==> config.mk <==
export PLATFORM = sky130hd
export DESIGN_NAME = muldiv_seq_flat
export DESIGN_NICKNAME = d
export VERILOG_FILES = /design/src/rtl/muldiv_if.sv /design/src/rtl/muldiv_seq.sv /design/src/flat_wrapper.sv
export SDC_FILE = /design/constraint.sdc
export NUM_CORES = 2
export LEC_CHECK = 0
export CAP_MARGIN = 10
export CORE_MARGIN = 3
export CORE_UTILIZATION = 55
export DETAILED_ROUTE_END_ITERATION = 12
export GPL_ROUTABILITY_DRIVEN = 1
export GPL_TIMING_DRIVEN = 1
export HOLD_SLACK_MARGIN = 0.02
export PLACE_DENSITY = 0.76
export SYNTH_ARGS = -nofsm -noshare
export SYNTH_HDL_FRONTEND = slang
export SYNTH_SLANG_ARGS = --single-unit
==> constraint.sdc <==
create_clock -name clk -period 7.6 [get_ports clk]
set_input_delay 1.52 -clock clk [delete_from_list [all_inputs] [get_ports clk]]
set_output_delay 1.52 -clock clk [all_outputs]
set_load 0.02 [all_outputs]
==> src/rtl/muldiv_if.sv <==
// Execute <-> M-op sequencer handshake: request side (op/operands/flush) and result side.
// master = execute stage, slave = muldiv_seq.
interface muldiv_if #(
    parameter int XLEN = 64
);
    logic            in_valid;
    logic            in_ready;
    logic [2:0]      op;
    logic            is_word;
    logic [XLEN-1:0] srca;
    logic [XLEN-1:0] srcb;
    logic            flush;
    logic            out_valid;
    logic            out_ready;
    logic [XLEN-1:0] result;
    logic            busy;

    modport master (
        output in_valid, op, is_word, srca, srcb, flush, out_ready,
        input  in_ready, out_valid, result, busy
    );

    modport slave (
        input  in_valid, op, is_word, srca, srcb, flush, out_ready,
        output in_ready, out_valid, result, busy
    );
endinterface

==> src/rtl/muldiv_seq.sv <==
// Iterative RV64M sequencer: shift-add multiply / restoring divide, one bit per cycle.
// Optional MULDIV_EARLY_OUT_EN: divide-by-zero, signed overflow and zero-operand multiplies finish in 1 cycle.
//  state  | meaning
//  S_IDLE | ready for a new op
//  S_CALC | iterating, cnt counts remaining steps
//  S_DONE | result held until out_ready
module muldiv_seq #(
    parameter int XLEN  = 64,
    parameter int CNT_W = 7
) (
    input  logic     clk,
    input  logic     reset,
    muldiv_if.slave  bus
);
    localparam logic [1:0] S_IDLE = 2'd0;
    localparam logic [1:0] S_CALC = 2'd1;
    localparam logic [1:0] S_DONE = 2'd2;

    localparam logic [2:0] OP_DIV  = 3'd1;
    localparam logic [2:0] OP_DIVU = 3'd2;
    localparam logic [2:0] OP_REM  = 3'd3;
    localparam logic [2:0] OP_REMU = 3'd4;

    typedef logic [XLEN-1:0] word_t;

    function automatic word_t wfix(input logic w, input word_t x);
        return w ? {{(XLEN-32){x[31]}}, x[31:0]} : x;
    endfunction

    logic [1:0]       state;
    logic [CNT_W-1:0] cnt;
    logic             is_div_q, is_rem_q, word_q, neg_q, div0_q;
    word_t            a_q, b_q, dvd_q, result_q;
    logic [XLEN:0]    acc_q;

    logic  is_div, is_rem, is_sgn, sa, sb;
    word_t ea, eb, mag_a, mag_b, a_init, b_init;

    always_comb begin
        is_div = (bus.op == OP_DIV) || (bus.op == OP_DIVU) || (bus.op == OP_REM) || (bus.op == OP_REMU);
        is_rem = (bus.op == OP_REM) || (bus.op == OP_REMU);
        is_sgn = (bus.op == OP_DIV) || (bus.op == OP_REM);
        if (bus.is_word) begin
            ea = is_sgn ? {{(XLEN-32){bus.srca[31]}}, bus.srca[31:0]} : {{(XLEN-32){1'b0}}, bus.srca[31:0]};
            eb = is_sgn ? {{(XLEN-32){bus.srcb[31]}}, bus.srcb[31:0]} : {{(XLEN-32){1'b0}}, bus.srcb[31:0]};
        end else begin
            ea = bus.srca;
            eb = bus.srcb;
        end
        sa    = is_sgn & ea[XLEN-1];
        sb    = is_sgn & eb[XLEN-1];
        mag_a = sa ? -ea : ea;
        mag_b = sb ? -eb : eb;
        // W divides run 32 steps, so the dividend starts in the top half of the shifter
        if (is_div) begin
            a_init = bus.is_word ? (mag_a << (XLEN-32)) : mag_a;
            b_init = mag_b;
        end else begin
            a_init = ea;
            b_init = eb;
        end
    end

`ifdef MULDIV_EARLY_OUT_EN
    logic  eo_hit;
    word_t eo_res, min_val;
    always_comb begin
        eo_hit  = 1'b0;
        eo_res  = '0;
        min_val = bus.is_word ? {{(XLEN-31){1'b1}}, {31{1'b0}}} : {1'b1, {(XLEN-1){1'b0}}};
        if (is_div) begin
            if (eb == '0) begin
                eo_hit = 1'b1;
                eo_res = is_rem ? wfix(bus.is_word, ea) : '1;
            end else if (is_sgn && (ea == min_val) && (eb == '1)) begin
                eo_hit = 1'b1;
                eo_res = is_rem ? '0 : ea;
            end
        end else if ((ea == '0) || (eb == '0)) begin
            eo_hit = 1'b1;
        end
    end
`endif

    logic [XLEN:0] rs, diff, acc_n;
    word_t         a_n, b_n, mul_add, raw, fin;

    always_comb begin
        rs      = {acc_q[XLEN-1:0], a_q[XLEN-1]};
        diff    = rs - {1'b0, b_q};
        mul_add = b_q[0] ? a_q : '0;
        if (is_div_q) begin
            acc_n = diff[XLEN] ? rs : diff;
            a_n   = {a_q[XLEN-2:0], ~diff[XLEN]};
            b_n   = b_q;
        end else begin
            acc_n = acc_q + {1'b0, mul_add};
            a_n   = a_q << 1;
            b_n   = b_q >> 1;
        end
        if (!is_div_q)     raw = acc_n[XLEN-1:0];
        else if (div0_q)   raw = is_rem_q ? dvd_q : '1;
        else if (is_rem_q) raw = neg_q ? -acc_n[XLEN-1:0] : acc_n[XLEN-1:0];
        else               raw = neg_q ? -a_n : a_n;
        fin = wfix(word_q, raw);
    end

    always_ff @(posedge clk) begin
        if (reset) begin
            state    <= S_IDLE;
            cnt      <= '0;
            result_q <= '0;
            is_div_q <= 1'b0;
            is_rem_q <= 1'b0;
            word_q   <= 1'b0;
            neg_q    <= 1'b0;
            div0_q   <= 1'b0;
            a_q      <= '0;
            b_q      <= '0;
            dvd_q    <= '0;
            acc_q    <= '0;
        end else if (bus.flush) begin
            state <= S_IDLE;
        end else begin
            case (state)
                S_IDLE: if (bus.in_valid) begin
                    is_div_q <= is_div;
                    is_rem_q <= is_rem;
                    word_q   <= bus.is_word;
                    neg_q    <= is_rem ? sa : (sa ^ sb);
                    div0_q   <= (eb == '0);
                    a_q      <= a_init;
                    b_q      <= b_init;
                    dvd_q    <= ea;
                    acc_q    <= '0;
                    cnt      <= bus.is_word ? CNT_W'(32) : CNT_W'(XLEN);
`ifdef MULDIV_EARLY_OUT_EN
                    if (eo_hit) begin
                        result_q <= eo_res;
                        state    <= S_DONE;
                    end else begin
                        state <= S_CALC;
                    end
`else
                    state <= S_CALC;
`endif
                end
                S_CALC: begin
                    a_q   <= a_n;
                    b_q   <= b_n;
                    acc_q <= acc_n;
                    cnt   <= cnt - 1'b1;
                    if (cnt == CNT_W'(1)) begin
                        state    <= S_DONE;
                        result_q <= fin;
                    end
                end
                S_DONE: if (bus.out_ready) state <= S_IDLE;
                default: state <= S_IDLE;
            endcase
        end
    end

    assign bus.in_ready  = (state == S_IDLE);
    assign bus.busy      = (state != S_IDLE);
    assign bus.out_valid = (state == S_DONE);
    assign bus.result    = result_q;
endmodule

==> src/flat_wrapper.sv <==
// flat-port wrapper written by rule: the top's interface ports become plain ports
module muldiv_seq_flat 
#(
    parameter int XLEN  = 64,
    parameter int CNT_W = 7
)
  (clk, reset, bus_in_valid, bus_op, bus_is_word, bus_srca, bus_srcb, bus_flush, bus_out_ready, bus_in_ready, bus_out_valid, bus_result, bus_busy);
  muldiv_if #(.XLEN(XLEN)) bus_i ();
  input  logic clk;
  input  logic reset;
  input wire logic [$bits(bus_i.in_valid)-1:0] bus_in_valid;
  input wire logic [$bits(bus_i.op)-1:0] bus_op;
  input wire logic [$bits(bus_i.is_word)-1:0] bus_is_word;
  input wire logic [$bits(bus_i.srca)-1:0] bus_srca;
  input wire logic [$bits(bus_i.srcb)-1:0] bus_srcb;
  input wire logic [$bits(bus_i.flush)-1:0] bus_flush;
  input wire logic [$bits(bus_i.out_ready)-1:0] bus_out_ready;
  output wire logic [$bits(bus_i.in_ready)-1:0] bus_in_ready;
  output wire logic [$bits(bus_i.out_valid)-1:0] bus_out_valid;
  output wire logic [$bits(bus_i.result)-1:0] bus_result;
  output wire logic [$bits(bus_i.busy)-1:0] bus_busy;
  assign bus_i.in_valid = bus_in_valid;
  assign bus_i.op = bus_op;
  assign bus_i.is_word = bus_is_word;
  assign bus_i.srca = bus_srca;
  assign bus_i.srcb = bus_srcb;
  assign bus_i.flush = bus_flush;
  assign bus_i.out_ready = bus_out_ready;
  assign bus_in_ready = bus_i.in_ready;
  assign bus_out_valid = bus_i.out_valid;
  assign bus_result = bus_i.result;
  assign bus_busy = bus_i.busy;
  muldiv_seq #(.XLEN(XLEN), .CNT_W(CNT_W)) u_core (.clk(clk), .reset(reset), .bus(bus_i));
endmodule
-- Word level (Yosys, flattened, before mapping)
Index checks and enable logic that the tools add are counted.
- flip-flop bits (word level): 335
- input port bits: 137
- logic and storage cells: 85
- add/subtract/negate cells: 7
- equality and inequality tests: 11
- muxes and demuxes: 35
- bitwise logic cells: 5
- reduce and logical (&&, ||, !) cells: 15
- operators by type and width (operator ; number):
    $mux W64 ; 20
    $neg A64 Y64 ; 4
    $pmux W64 S2 ; 2
    $mux W65 ; 3
    $pmux W65 S2 ; 1
    $add A65 B64 Y65 ; 1
    $sub A65 B64 Y65 ; 1
    $logic_not A64 Y1 ; 1
    $mux W7 ; 2
    $pmux W7 S2 ; 1
    $reduce_and A3 Y1 ; 4
    $eq A7 B1 Y1 const B ; 1
    $sub A7 B1 Y7 const B ; 1
    $eq A3 B2 Y1 const B ; 2
    $mux W2 ; 3
    $ne A2 B2 Y1 const B ; 3
    $pmux W2 S3 ; 1
    $logic_or A1 B1 Y1 ; 5
    $reduce_and A4 Y1 ; 1
    $reduce_bool A2 Y1 ; 2
    $eq A3 B1 Y1 const B ; 1
    $eq A3 B3 Y1 const B ; 1
    $and A1 B1 Y1 ; 2
    $eq A2 B1 Y1 const B ; 1
    other kinds (7) ; 9

-- Longest topological paths before layout
- depth after elaboration: 10
- gate-level depth with buffers: 28

-- Least setup slack after synthesis
No wires, ideal clock.
- path kind: reg2reg
- from: register u_core.a_q[63]
- to: register u_core.result_q[58], in the netlist u_core.bus.result[58]
- library setup time: 0.091 ns
- arrival: 5.610 ns
- required time: 7.509 ns
- path slack: 1.899 ns
- stages on the path, launching flop included: 29
- clock period less this slack: 5.701 ns
- cell sequence: dfxtp_1 -> inv_1 -> ha_1 -> fa_1 -> nor2b_1 -> o2111ai_2 -> a211oi_2 -> o211ai_2 -> a21o_1 -> a21o_1 -> buf_2 -> nand3_4 -> buf_4 -> clkbuf_1 -> buf_2 -> buf_1 -> nand2_1 -> a31o_2 -> inv_1 -> ha_1 -> nand4_1 -> nor4_2 -> nand4_1 -> clkbuf_1 -> or2_1 -> mux2i_1 -> a221oi_1 -> o21ai_0 -> a311oi_1
- cells in the longest elaborated chain, start to end: 9
- elaborated cells between the ends (all ways): 13
- ends and longest elaborated chain (item ; line ; text):
    start, declared ; muldiv_seq.sv:33 ; word_t a_q, b_q, dvd_q, result_q;
    start signal, assigned ; muldiv_seq.sv:132 ; a_q <= a_init;
    start signal, assigned ; muldiv_seq.sv:149 ; a_q <= a_n;
    $sub A65 B64 Y65 ; muldiv_seq.sv:90 ; diff = rs - {1'b0, b_q};
    $mux W65 or $not A1 Y1 (tied branches) ; muldiv_seq.sv:93, muldiv_seq.sv:94 ;
    $mux W65 or $mux W1 (tied branches) ; muldiv_seq.sv:92 ; if (is_div_q) begin
    $neg A64 Y64, on equally long branches ; muldiv_seq.sv:103, muldiv_seq.sv:104 ;
    $mux W64, on equally long branches ; muldiv_seq.sv:103, muldiv_seq.sv:104 ;
    $mux W64 ; muldiv_seq.sv:103 ; else if (is_rem_q) raw = neg_q ? -acc_n[XLEN-1:0] : acc_n[XLEN-1:0];
    $mux W64 ; muldiv_seq.sv:102 ; else if (div0_q) raw = is_rem_q ? dvd_q : '1;
    $mux W64 (*) ; muldiv_seq.sv:101 ; if (!is_div_q) raw = acc_n[XLEN-1:0];
    $mux W64 (*) ; muldiv_seq.sv:27 ; return w ? {{(XLEN-32){x[31]}}, x[31:0]} : x;
    end signal, assigned ; muldiv_seq.sv:155 ; result_q <= fin;
    end, declared ; muldiv_seq.sv:33 ;
Every way passes the cells marked *; elsewhere a longest branch is shown, timed or not.
A chain may end at the register's enable or synchronous reset.

-- Final worst setup path
- from: register u_core.a_q[63]
- to: register u_core.result_q[33], in the netlist u_core.bus.result[33]
The elaborated chain is that of the path after synthesis.

==> summary.txt <==
Clock tree
  – CTS sink cnt: about 330
  – Clock Pin Slew Worst Setup and Hold Paths: 60 ps
  – H-Tree Depth: 2
  – Clock Tree Buf Depth: 3
  – Clock Latency Late Sink: ~620 ps
  – Cts bufs inserted: 41
  – Post-CTS sizing: 0
  – Root Buffer: clkbuf_16
  – CTS tree: done
  – CTS Hold Bufs: 0
  – Setup bufs post-CTS: 0

Die
  – Cell row count: slightly below 90
  – Initial Util: roughly 56%
  – Ports: 204
  – Core area: between 50000 and 60000 sq um
  – Die Ht: 245 um
  – Die Area: around 60000 sq um
  – DIE WIDTH: between 200 and 250 um

Job
  – MaxCap Viol Count: 0

Timing
  – Max Slew Vio Count: 0
  – Final critical-path required period: around 7000 ps
  – Slew headroom: 23.2%
  – RSZ-0062 raised after global routing: no
  – Final Hold Vio Count: 0
  – Final worst slack: 627 ps
  – Count of final setup violators: 0
  – Fin Clk Skew: between 30 and 40 ps
  – Max Clk Rate: 0.143 GHz
  – Period utilisation layout: 91.8%
  – Setup TNS: 0 ps
  – Worst-Margin Slew: 1150 ps

Worst setup path
  – Worst-path maximum fanout: 23
  – WP data arrival: 7490 ps
  – Kind of critical path: reg -> reg
  – Worst Setup SP: u_core.a_q[63]$_SDFFE_PP0P_
  – Worst setup SP type: flip-flop
  – Required @ worst endpoint: just over 8000 ps
  – Worst r2r src: u_core.a_q[63]$_SDFFE_PP0P_
  – Nature of the critical path endpoint: flip-flop

Logic synthesis
  – Syn Inst Count: about 4500
  – Yosys reg bits: between 300 and 400
  – Yosys Warn Count: 0
  – Dominant synthesized flop cell: dfxtp_1
  – Syn Nets: 4730
  – Post-synth EDFFs: 0
  – Mean Syn Cell Area: slightly above 7 sq um
  – Mapped Area: roughly 32000 sq um
  – Register area share after synthesis: 21.2%
  – Ys async rst share: 0%
  – Post-synth cell types: 107

Route
  – Met2 WL: 57700 um
  – Drt initial violations: between 6000 and 7000
  – Routed vias: approximately 37000
  – M1 WL: 56300 um
  – Residual DRC: 0
  – WL final: 148000 um
  – Met3 wire length: 22500 um
  – Wire per inst: 28.3 um
  – Top Layer Used: met5
  – Via/cell ratio: ~7
  – First-pass iteration count of the detailed router: 10
  – Routed Antenna Nets: 0

Finish
  – Fillers: 5223
  – Register cell area after layout: 6700 sq um
  – Share of layout cells above drive strength 1: 5.45%
  – Area occupied by multi-input gates: between 20000 and 25000 sq um
  – Area growth syn-to-layout: 11.6%
  – Most frequent cells in the layout: nor2_1, nand2_1, a21oi_1
  – Most common cell after layout, fill and taps aside: nor2_1
  – Nets: 4702

Global routing
  – Largest net degree at the start of global routing: about 150
  – GRT overflow: 0
  – GRT Util Overall: between 40% and 50%
  – Antenna violations before repair: 14
  – Vias in the first global route: 32600
  – First-pass GRT wire length: around 210000 um

Hold path
  – Hold_sp: u_core.bus.result[16]$_SDFFE_PP0P_
  – Worst min path class: reg -> reg

Place
  – Hpwl dp: 114000 um
  – Count of input and output buffers: 203
  – Dpl ws: 935 ps
  – GPL Wtd Cong: 1.17

Power and ir drop
  – Leak pwr: 13.3 nW
  – Max VDD drop: 0.000216 V
  – Pwr dens: 159 nW/um^2

Status
  – Status: finished, final reports clean
==> report_power, final <==
group	switching, mW	leakage (nW)	internal (mW)	total [mW]
logic	1.04	9.90	0.489	1.53
clock network	0.892	0.685	1.24	2.13
registers	0.125	2.72	1.82	1.94
total	2.06	13.3	3.55	5.60
==> flip-flops by register name (all words and copies together), names as in the netlist <==
name,flops
u_core.b_q,64
u_core.bus.result,64
u_core.cnt,7
u_core.is_div_q,1
u_core.acc_q,64
u_core.word_q,1
u_core.div0_q,1
u_core.dvd_q,64
u_core.is_rem_q,1
u_core.state,2
u_core.a_q,64
u_core.neg_q,1
==> final cells by class <==
cell class,count,share of cell area (%)
sequential,334,19.0
antenna,9,0.0640
tap,756,2.69
clock buffer,57,3.26
clock inverter,19,0.811
timing repair buffer,278,7.41
inverter,134,1.43
multi-input combinational,3640,65.3
==> cells by family after synthesis <==
logic type | Yosys count | share of synthesized area [%]
AO/OA/AOI/OAI | 1619 | 34.3
XOR/XNOR | 295 | 8.20
adder cells (fa/ha/maj) | 136 | 5.45
buffers and inverters | 483 | 6.19
flip-flops | 334 | 21.2
multiplexers | 36 | 1.21
AND/OR/NAND/NOR | 1554 | 23.4
==> layer usage <==
| layer | track usage [%] | vias to the layer above |
|---|---|---|
| met1 | 62.7 | 17200 |
| met3 | 16.0 | 574 |
| met4 | 28.0 | 8 |
| li1 | - | 16400 |
| met5 | 0 | - |
| met2 | 65.3 | 2891 |
==> cell usage after synthesis, types with 14 or more instances <==
| cell type | count | share of area, % |
|---|---|---|
| nor2_1 | 505 | 6.0 |
| nand2_1 | 432 | 5.1 |
| a21oi_1 | 414 | 6.6 |
| dfxtp_1 | 334 | 21 |
| o21ai_0 | 280 | 4.4 |
| clkbuf_1 | 269 | 3.2 |
| xnor2_1 | 163 | 4.5 |
| nor3_1 | 135 | 2.1 |
| ha_1 | 134 | 5.3 |
| inv_1 | 133 | 1.6 |
| xor2_1 | 132 | 3.7 |
| a211oi_1 | 125 | 3.0 |
| o211ai_1 | 117 | 2.8 |
| a21o_1 | 83 | 2.0 |
| and2_1 | 79 | 1.6 |
| a31oi_1 | 65 | 1.3 |
| nand4_1 | 64 | 1.3 |
| a22oi_1 | 60 | 1.4 |
| nand3_1 | 60 | 0.95 |
| o31ai_1 | 57 | 1.4 |
| or3_1 | 52 | 1.0 |
| a22o_1 | 46 | 1.3 |
| nor4_1 | 46 | 0.91 |
| o21a_1 | 36 | 0.86 |
| a311oi_1 | 34 | 0.94 |
| buf_2 | 30 | 0.48 |
| buf_1 | 28 | 0.33 |
| o221ai_1 | 27 | 0.75 |
| o21bai_1 | 26 | 0.62 |
| and3_1 | 25 | 0.50 |
| or4_1 | 25 | 0.60 |
| mux2i_1 | 24 | 0.76 |
| nor2b_1 | 24 | 0.48 |
| a221oi_1 | 21 | 0.58 |
| nand2b_1 | 21 | 0.42 |
| o22ai_1 | 21 | 0.42 |
| o41ai_1 | 20 | 0.56 |
| a311o_1 | 17 | 0.54 |
| buf_4 | 16 | 0.38 |
| o21ai_1 | 16 | 0.25 |
| o311ai_0 | 14 | 0.39 |
==> final timing paths <==
| path | endpoint | slack, ps | cells after the start |
|---|---|---|---|
| worst max-delay path | u_core.bus.result[33]$_SDFFE_PP0P_ | 630 | 18 |
| worst min-delay path | u_core.bus.result[16]$_SDFFE_PP0P_ | 460 | 2 |
| worst max register to register | u_core.bus.result[33]$_SDFFE_PP0P_ | 630 | 18 |
| worst min register to register | u_core.bus.result[16]$_SDFFE_PP0P_ | 460 | 2 |
==> metrics by stage <==
step                instances  total power [mW]  hold slack [ps]  utilization [%]  area, sq um
global route             5219              5.73              470             62.2        35200
CTS                      5218              5.50              447             62.2        35200
global placement         5142              3.41              434             59.7        33700
detailed placement       5142              3.41              439             59.7        33700
floorplan                4457              2.84              410                -        31500
finish                   5227              5.60              455             62.3        35200
==> critical path, cell delays in order (launching register included) <==
cell,delay (ps)
dfxtp_1,420
inv_1,90
ha_1,220
fa_1,410
nor2b_1,210
o2111ai_2,250
a211oi_2,350
o211ai_2,220
a21o_1,270
a21oi_2,650
nor3_4,260
a2111oi_0,700
or3b_1,520
nor3_1,480
a31oi_1,150
nor3_1,600
o21ai_2,480
buf_4,330
a311oi_1,280
(Power assumes the default switching activity.)
